<file path="src/rtl/ex_branch_bht_if.sv">
// EX-stage branch resolution bus: instruction/prediction inputs toward the resolver,
// registered resolution results, perf counters and the fetch-side BHT lookup back out.
interface ex_branch_bht_if #(
    parameter int XLEN  = 64,
    parameter int CNT_W = 32
);
    logic              i_valid;
    logic              i_stall;
    logic              i_flush;
    logic [2:0]        i_op;
    logic [XLEN-1:0]   i_pc;
    logic [XLEN-1:0]   i_rs1;
    logic [XLEN-1:0]   i_rs2;
    logic [XLEN-1:0]   i_imm;
    logic              i_is_compr;
    logic              i_pred_taken;
    logic [XLEN-1:0]   i_pred_target;
    logic [XLEN-1:0]   i_if_pc;
    logic              o_if_pred_taken;
    logic              o_valid;
    logic [XLEN-1:0]   o_link_data;
    logic              o_taken;
    logic              o_redirect;
    logic [XLEN-1:0]   o_redirect_pc;
    logic [CNT_W-1:0]  o_branch_cnt;
    logic [CNT_W-1:0]  o_mispred_cnt;

    modport master (
        output i_valid, i_stall, i_flush, i_op, i_pc, i_rs1, i_rs2, i_imm,
               i_is_compr, i_pred_taken, i_pred_target, i_if_pc,
        input  o_if_pred_taken, o_valid, o_link_data, o_taken, o_redirect,
               o_redirect_pc, o_branch_cnt, o_mispred_cnt
    );

    modport slave (
        input  i_valid, i_stall, i_flush, i_op, i_pc, i_rs1, i_rs2, i_imm,
               i_is_compr, i_pred_taken, i_pred_target, i_if_pc,
        output o_if_pred_taken, o_valid, o_link_data, o_taken, o_redirect,
               o_redirect_pc, o_branch_cnt, o_mispred_cnt
    );
endinterface

</file>
<file path="src/rtl/ex_branch_bht.sv">
// EX-stage branch/jump resolver with a 2-bit saturating-counter BHT.
// Registers a redirect to fetch on mispredict and counts branches/mispredicts.
module ex_branch_bht #(
    parameter int         XLEN        = 64,
    parameter int         BHT_ENTRIES = 64,
    parameter logic [1:0] CTR_INIT    = 2'b01,
    parameter int         CNT_W       = 32
) (
    input  logic          i_clk,
    input  logic          i_rst_n,
    ex_branch_bht_if.slave bus
);
    localparam int IDX_W = $clog2(BHT_ENTRIES);

    typedef enum logic [2:0] {
        OP_JAL  = 3'd0,
        OP_JALR = 3'd1,
        OP_BEQ  = 3'd2,
        OP_BNE  = 3'd3,
        OP_BLT  = 3'd4,
        OP_BGE  = 3'd5,
        OP_BLTU = 3'd6,
        OP_BGEU = 3'd7
    } op_e;

    op_e              op;
    logic             is_jump;
    logic             is_bxx;
    logic             accept;
    logic             taken;
    logic             mispredict;
    logic [XLEN-1:0]  target;
    logic [XLEN-1:0]  fallthrough;
    logic [XLEN-1:0]  redirect_pc_d;
    logic [XLEN-1:0]  link_d;
    logic [IDX_W-1:0] upd_idx;
    logic [IDX_W-1:0] lkp_idx;

    logic [1:0]       bht [BHT_ENTRIES];

    logic             valid_q;
    logic             taken_q;
    logic             redirect_q;
    logic [XLEN-1:0]  link_q;
    logic [XLEN-1:0]  redirect_pc_q;
    logic [CNT_W-1:0] branch_cnt_q;
    logic [CNT_W-1:0] mispred_cnt_q;

    logic             unused_if_pc_bits;

    assign upd_idx = bus.i_pc[IDX_W:1];
    assign lkp_idx = bus.i_if_pc[IDX_W:1];
    assign unused_if_pc_bits = ^{bus.i_if_pc[XLEN-1:IDX_W+1], bus.i_if_pc[0]};

    always_comb begin
        op          = op_e'(bus.i_op);
        is_jump     = (op == OP_JAL) || (op == OP_JALR);
        is_bxx      = ~is_jump;
        accept      = bus.i_valid & ~bus.i_stall & ~bus.i_flush;
        fallthrough = bus.i_pc + (bus.i_is_compr ? XLEN'(2) : XLEN'(4));
        if (op == OP_JALR) begin
            target = (bus.i_rs1 + bus.i_imm) & ~XLEN'(1);
        end else begin
            target = bus.i_pc + (bus.i_imm << 1);
        end
        case (op)
            OP_BEQ:  taken = (bus.i_rs1 == bus.i_rs2);
            OP_BNE:  taken = (bus.i_rs1 != bus.i_rs2);
            OP_BLT:  taken = ($signed(bus.i_rs1) <  $signed(bus.i_rs2));
            OP_BGE:  taken = ($signed(bus.i_rs1) >= $signed(bus.i_rs2));
            OP_BLTU: taken = (bus.i_rs1 <  bus.i_rs2);
            OP_BGEU: taken = (bus.i_rs1 >= bus.i_rs2);
            default: taken = 1'b1;
        endcase
        mispredict    = (taken != bus.i_pred_taken) | (taken & (target != bus.i_pred_target));
        redirect_pc_d = taken ? target : fallthrough;
        link_d        = is_jump ? fallthrough : '0;
    end

    // Reads the pre-edge counter, so a same-index update this cycle is not visible yet.
    assign bus.o_if_pred_taken = bht[lkp_idx][1];

    always_ff @(posedge i_clk or negedge i_rst_n) begin
        if (!i_rst_n) begin
            for (int unsigned i = 0; i < BHT_ENTRIES; i++) begin
                bht[i] <= CTR_INIT;
            end
        end else if (accept && is_bxx) begin
            if (taken) begin
                if (bht[upd_idx] != 2'b11) bht[upd_idx] <= bht[upd_idx] + 2'd1;
            end else begin
                if (bht[upd_idx] != 2'b00) bht[upd_idx] <= bht[upd_idx] - 2'd1;
            end
        end
    end

    always_ff @(posedge i_clk or negedge i_rst_n) begin
        if (!i_rst_n) begin
            valid_q       <= 1'b0;
            taken_q       <= 1'b0;
            redirect_q    <= 1'b0;
            link_q        <= '0;
            redirect_pc_q <= '0;
            branch_cnt_q  <= '0;
            mispred_cnt_q <= '0;
        end else if (!bus.i_stall) begin
            valid_q    <= accept;
            redirect_q <= accept & mispredict;
            if (accept) begin
                taken_q       <= taken;
                link_q        <= link_d;
                redirect_pc_q <= redirect_pc_d;
                if (is_bxx)     branch_cnt_q  <= branch_cnt_q + CNT_W'(1);
                if (mispredict) mispred_cnt_q <= mispred_cnt_q + CNT_W'(1);
            end
        end
    end

    assign bus.o_valid       = valid_q;
    assign bus.o_taken       = taken_q;
    assign bus.o_redirect    = redirect_q;
    assign bus.o_link_data   = link_q;
    assign bus.o_redirect_pc = redirect_pc_q;
    assign bus.o_branch_cnt  = branch_cnt_q;
    assign bus.o_mispred_cnt = mispred_cnt_q;
endmodule

</file>
<file path="src/flat_wrapper.sv">
// flat-port wrapper written by rule: the top's interface ports become plain ports
module ex_branch_bht_flat 
#(
    parameter int         XLEN        = 64,
    parameter int         BHT_ENTRIES = 64,
    parameter logic [1:0] CTR_INIT    = 2'b01,
    parameter int         CNT_W       = 32
)
  (i_clk, i_rst_n, bus_i_valid, bus_i_stall, bus_i_flush, bus_i_op, bus_i_pc, bus_i_rs1, bus_i_rs2, bus_i_imm, bus_i_is_compr, bus_i_pred_taken, bus_i_pred_target, bus_i_if_pc, bus_o_if_pred_taken, bus_o_valid, bus_o_link_data, bus_o_taken, bus_o_redirect, bus_o_redirect_pc, bus_o_branch_cnt, bus_o_mispred_cnt);
  ex_branch_bht_if #(.XLEN(XLEN), .CNT_W(CNT_W)) bus_i ();
  input  logic i_clk;
  input  logic i_rst_n;
  input wire logic [$bits(bus_i.i_valid)-1:0] bus_i_valid;
  input wire logic [$bits(bus_i.i_stall)-1:0] bus_i_stall;
  input wire logic [$bits(bus_i.i_flush)-1:0] bus_i_flush;
  input wire logic [$bits(bus_i.i_op)-1:0] bus_i_op;
  input wire logic [$bits(bus_i.i_pc)-1:0] bus_i_pc;
  input wire logic [$bits(bus_i.i_rs1)-1:0] bus_i_rs1;
  input wire logic [$bits(bus_i.i_rs2)-1:0] bus_i_rs2;
  input wire logic [$bits(bus_i.i_imm)-1:0] bus_i_imm;
  input wire logic [$bits(bus_i.i_is_compr)-1:0] bus_i_is_compr;
  input wire logic [$bits(bus_i.i_pred_taken)-1:0] bus_i_pred_taken;
  input wire logic [$bits(bus_i.i_pred_target)-1:0] bus_i_pred_target;
  input wire logic [$bits(bus_i.i_if_pc)-1:0] bus_i_if_pc;
  output wire logic [$bits(bus_i.o_if_pred_taken)-1:0] bus_o_if_pred_taken;
  output wire logic [$bits(bus_i.o_valid)-1:0] bus_o_valid;
  output wire logic [$bits(bus_i.o_link_data)-1:0] bus_o_link_data;
  output wire logic [$bits(bus_i.o_taken)-1:0] bus_o_taken;
  output wire logic [$bits(bus_i.o_redirect)-1:0] bus_o_redirect;
  output wire logic [$bits(bus_i.o_redirect_pc)-1:0] bus_o_redirect_pc;
  output wire logic [$bits(bus_i.o_branch_cnt)-1:0] bus_o_branch_cnt;
  output wire logic [$bits(bus_i.o_mispred_cnt)-1:0] bus_o_mispred_cnt;
  assign bus_i.i_valid = bus_i_valid;
  assign bus_i.i_stall = bus_i_stall;
  assign bus_i.i_flush = bus_i_flush;
  assign bus_i.i_op = bus_i_op;
  assign bus_i.i_pc = bus_i_pc;
  assign bus_i.i_rs1 = bus_i_rs1;
  assign bus_i.i_rs2 = bus_i_rs2;
  assign bus_i.i_imm = bus_i_imm;
  assign bus_i.i_is_compr = bus_i_is_compr;
  assign bus_i.i_pred_taken = bus_i_pred_taken;
  assign bus_i.i_pred_target = bus_i_pred_target;
  assign bus_i.i_if_pc = bus_i_if_pc;
  assign bus_o_if_pred_taken = bus_i.o_if_pred_taken;
  assign bus_o_valid = bus_i.o_valid;
  assign bus_o_link_data = bus_i.o_link_data;
  assign bus_o_taken = bus_i.o_taken;
  assign bus_o_redirect = bus_i.o_redirect;
  assign bus_o_redirect_pc = bus_i.o_redirect_pc;
  assign bus_o_branch_cnt = bus_i.o_branch_cnt;
  assign bus_o_mispred_cnt = bus_i.o_mispred_cnt;
  ex_branch_bht #(.XLEN(XLEN), .BHT_ENTRIES(BHT_ENTRIES), .CTR_INIT(CTR_INIT), .CNT_W(CNT_W)) u_core (.i_clk(i_clk), .i_rst_n(i_rst_n), .bus(bus_i));
endmodule
</file>
<file path="config.mk">
export PLATFORM = sky130hd
export DESIGN_NAME = ex_branch_bht_flat
export DESIGN_NICKNAME = d
export VERILOG_FILES = /design/src/rtl/ex_branch_bht_if.sv /design/src/rtl/ex_branch_bht.sv /design/src/flat_wrapper.sv
export SDC_FILE = /design/constraint.sdc
export NUM_CORES = 1
export LEC_CHECK = 0
export ABC_AREA = 1
export BUFFER_PORTS_ARGS = -buffer_cell sky130_fd_sc_hd__buf_4
export CAP_MARGIN = 20
export CORE_MARGIN = 2
export CORE_UTILIZATION = 31
export DETAILED_ROUTE_END_ITERATION = 6
export SLEW_MARGIN = 40
export SYNTH_ARGS = -nofsm -noshare
export SYNTH_HDL_FRONTEND = slang
export SYNTH_SLANG_ARGS = --single-unit
export TNS_END_PERCENT = 50
</file>
<file path="constraint.sdc">
create_clock -name i_clk -period 3.3 [get_ports i_clk]
set_input_delay 0.66 -clock i_clk [delete_from_list [all_inputs] [get_ports i_clk]]
set_output_delay 0.66 -clock i_clk [all_outputs]
set_load 0.02 [all_outputs]
</file>
==> summary.md <==
| Metric | Value |
|---|---|
| P&R area growth vs syn | `62.1%` |
| CTS Hold Buffers Added | `0` |
| Total core area | `104000 um2` |
| Yosys reg bits | `323` |
| Min-Delay Path Class | `input port to async pin` |
| Residual DRC | `0` |
| Clk_lat worst skew | `0.59 ns` |
| Setup CP Type | `input port to flop` |
| Fin nets | `~7500` |
| Setup slack, reg-to-reg | `0.29 ns` |
| Synth top area cells | `nand2_1 23%, dfrtp_1 20%, inv_1 9.9%` |
| Die span in y | `327 um` |
| Final Power | `approximately 17 mW` |
| Failing checks | `negative setup slack` |
| Post-synth top area cell | `nand2_1` |
| Final Max Slew Viols | `0` |
| Slew Limit Headroom | `47.2%` |
| Port Buffer Count | `approximately 530` |
| Inserted Clock Buffers | `37` |
| Final min period | `3.35 ns` |
| Setup ws final | `-0.0453 ns` |
| RSZ-0062 raised after global routing | `true` |
| Count leader, synth | `nand2_1` |
| Global-route wire length before repair | `253000 um` |
| Placed inst area | `~45000 um2` |
| Synthesized instance count | `5406` |
| Peak supply drop | `0.432 mV` |
| Vias in the first global route | `slightly below 40000` |
| Outcome | `finished with violations` |
| CTS tree | `yes` |
| Syn_area_per_cell | `5.99 um2` |
| Row cnt | `118` |
| TNS Setup | `-0.943 ns` |
| Worst-path clk slew | `0.06 ns` |
| Layout cell share with drive strength beyond 1 | `38.3%` |
| Multi-input gate area | `between 20000 and 30000 um2` |
| Initial DRT Pass Iterations | `6` |
| Detailed Route WL | `182000 um` |
| Post-synth top flop | `dfrtp_1` |
| Via Count | `roughly 42000` |
| Seq. cell area | `8160 um2` |
| NetSw | `6.94 mW` |
| Syn Nets | `5997` |
| Synth top area share | `between 20% and 30%` |
| Initial Util | `31.3%` |
| Final period utilization | `101%` |
| Gr usage total | `31.9%` |
| DR WL/cell | `21.9 um` |
| IO Count | `~600` |
| Pwr dens | `327 nW/um2` |
| Slew @ Worst Pin | `about 0.79 ns` |
| Unique masters post-synth | `59` |
| Fillers | `10400` |
| Reg2Reg Depth | `18` |
| Gr ovfl total | `0` |
| Via/cell ratio | `5.10` |
| Total clock sinks | `323` |
| Initial antenna violation count | `9` |
| Post-Syn Area | `32400 um2` |
| Finished Layout Cells | `8320` |
| Final hold vios | `0` |
| Gpl congestion | `1.05` |
| CTS root buffer | `clkbuf_16` |
| CP startpoint kind | `input port` |
| Dpl cells | `8151` |
| Post-synth EDFFs | `0` |
| Clock Tree Buf Depth | `3` |
| Int Pwr | `about 10 mW` |
| Die ar. | `107000 um2` |
| Synthesis warning total | `0` |
| Crit path DAT | `3.82 ns` |
| Detailed Place HPWL | `around 150000 um` |
| Post-synthesis async set-or-reset flop share | `100%` |
| Worst EP required | `3.77 ns` |
| Highest Clock Rate | `299 MHz` |
| Final setup viols | `54` |
| Leak pwr | `27.7 nW` |
| Pin count of the biggest net entering global routing | `around 130` |
| First DRT Iteration DRCs | `3625` |
| Clk_skew | `0.0438 ns` |
| # H-tree levels | `2` |
| Worst R2R End | `u_core.bht[17]` |
| Combinational power share | `47.7%` |
| Sw frac | `40.5%` |
| Max_cap viols | `0` |
| Top post-synthesis cells by count | `2007 x nand2_1, 851 x inv_1, 431 x nand3_1` |
| Crit. End Element | `flop` |
| Finished layout cell area | `52500 um2` |
| Clock Power Share | `around a quarter` |
| Chip width | `327 um` |
| CP Max Fanout | `7` |
| Register share of total power | `27.8%` |
| Sequential-to-total area share from yosys stat | `25.2%` |
| Final ANT Viol Nets | `0` |
## power groups by stage
| stage | Combinational [mW] | Clock (mW) | Sequential, mW |
|---|---|---|---|
| 6_report | 8.18 | 4.20 | 4.77 |
| 5_1_grt | 8.76 | 4.42 | 4.79 |
| 4_1_cts | 7.09 | 4.27 | 4.75 |
| 3_5_place_dp | 6.94 | 0 | 4.80 |
| 3_3_place_gp | 6.90 | 0 | 4.81 |
| 2_1_floorplan | 2.72 | 0 | 5.05 |
## through the flow
stage               hold WS, ns  setup WS [ns]  utilization [%]
floorplan                 0.364        0.00889                -
global placement          0.457         -0.968             43.7
detailed placement        0.458         -0.997             43.7
CTS                       0.103        -0.0500             45.7
global route              0.124         -0.137             50.7
finish                   0.0698        -0.0453             50.7
## cell type report
cell class / count / share of cell area (%)
multi-input combinational: 4096 / 47.9
clock inverter: 17 / 0.264
antenna: 2 / 0.00953
timing repair buffer: 1578 / 24.7
tap: 1380 / 3.29
sequential: 323 / 15.5
inverter: 874 / 6.28
clock buffer: 50 / 2.03
## routing by layer
layer	up-vias	routed length [um]	GRT usage, %
li1	20300	-	-
met1	19900	79500	43.7
met2	1889	77200	48.5
met3	311	15600	6.28
met4	10	9580	14.0
met5	-	66	0
## logic make-up (layout without fill, tap and decap cells)
group                      count (synthesis)  after routing  share of synthesized area, %
xor gates and xnor gates                 114            114                          3.10
adders and majority gates                197            197                          7.68
other                                      0              2                             0
buffers and inverters                    988           2519                          11.7
AOI/OAI and AO/OA                        565            565                          10.4
DFF                                      323            323                          25.2
and+or+nand+nor                         3219           3220                          41.9
## worst max-delay path, cell delays in order
cell and delay (ns):
buf_8 0.12, buf_8 0.14, clkinvlp_4 0.15, nor3_4 0.11, buf_4 0.15, a22o_1 0.21
a221oi_2 0.19, nand4_1 0.19, a22o_1 0.30, nor4_4 0.29, inv_1 0.12, ha_2 0.19
inv_2 0.06, o21ai_4 0.05, a21oi_4 0.26, buf_6 0.16, buf_16 0.14, buf_12 0.14
nand2_2 0.07, nand2_1 0.07, nand2_1 0.05
## worst max-delay path by stage
stage	from	to	slack, ns	cells past startpoint
floorplan	bus_i_pc[1]	u_core.bht[25]	0.009	20
global placement	bus_i_imm[8]	u_core.bus.o_mispred_cnt[27]	-0.97	28
detailed placement	bus_i_rs1[6]	u_core.bus.o_mispred_cnt[29]	-1.0	29
CTS	bus_i_imm[1]	u_core.bus.o_mispred_cnt[29]	-0.05	29
global route	bus_i_imm[10]	u_core.bus.o_mispred_cnt[6]	-0.14	30
finish	bus_i_pc[1]	u_core.bht[17]	-0.05	21
## cells in the final DEF, fill, tap and decap left out, drive strengths merged, types with 5 or more instances in the layout
master | synthesis | layout
a21o | 5 | 5
a21oi | 175 | 175
a221oi | 16 | 16
a22o | 17 | 17
a22oi | 10 | 10
and2 | 11 | 11
and3 | 5 | 5
buf | 52 | 1565
clkbuf | 62 | 63
clkinv | 4 | 13
clkinvlp | 0 | 5
dfrtp | 259 | 259
dfstp | 64 | 64
ha | 194 | 194
inv | 870 | 872
nand2 | 2017 | 2017
nand3 | 434 | 434
nand3b | 40 | 40
nand4 | 131 | 131
nor2 | 440 | 440
nor3 | 97 | 98
nor4 | 29 | 29
o2111ai | 5 | 5
o211ai | 27 | 27
o21a | 5 | 5
o21ai | 215 | 215
o21bai | 30 | 30
o221ai | 35 | 35
o22ai | 10 | 10
o2bb2ai | 6 | 6
or2 | 11 | 11
xnor2 | 32 | 32
xor2 | 82 | 82
## what timing repair did
action	in CTS	in global routing
pin swaps	23	257
cloned	2	15
gates resized for setup	151	1019
buffers inserted	20	68
setup endpoints to repair	186	200
Note: power is estimated with default switching activity, not from simulation.
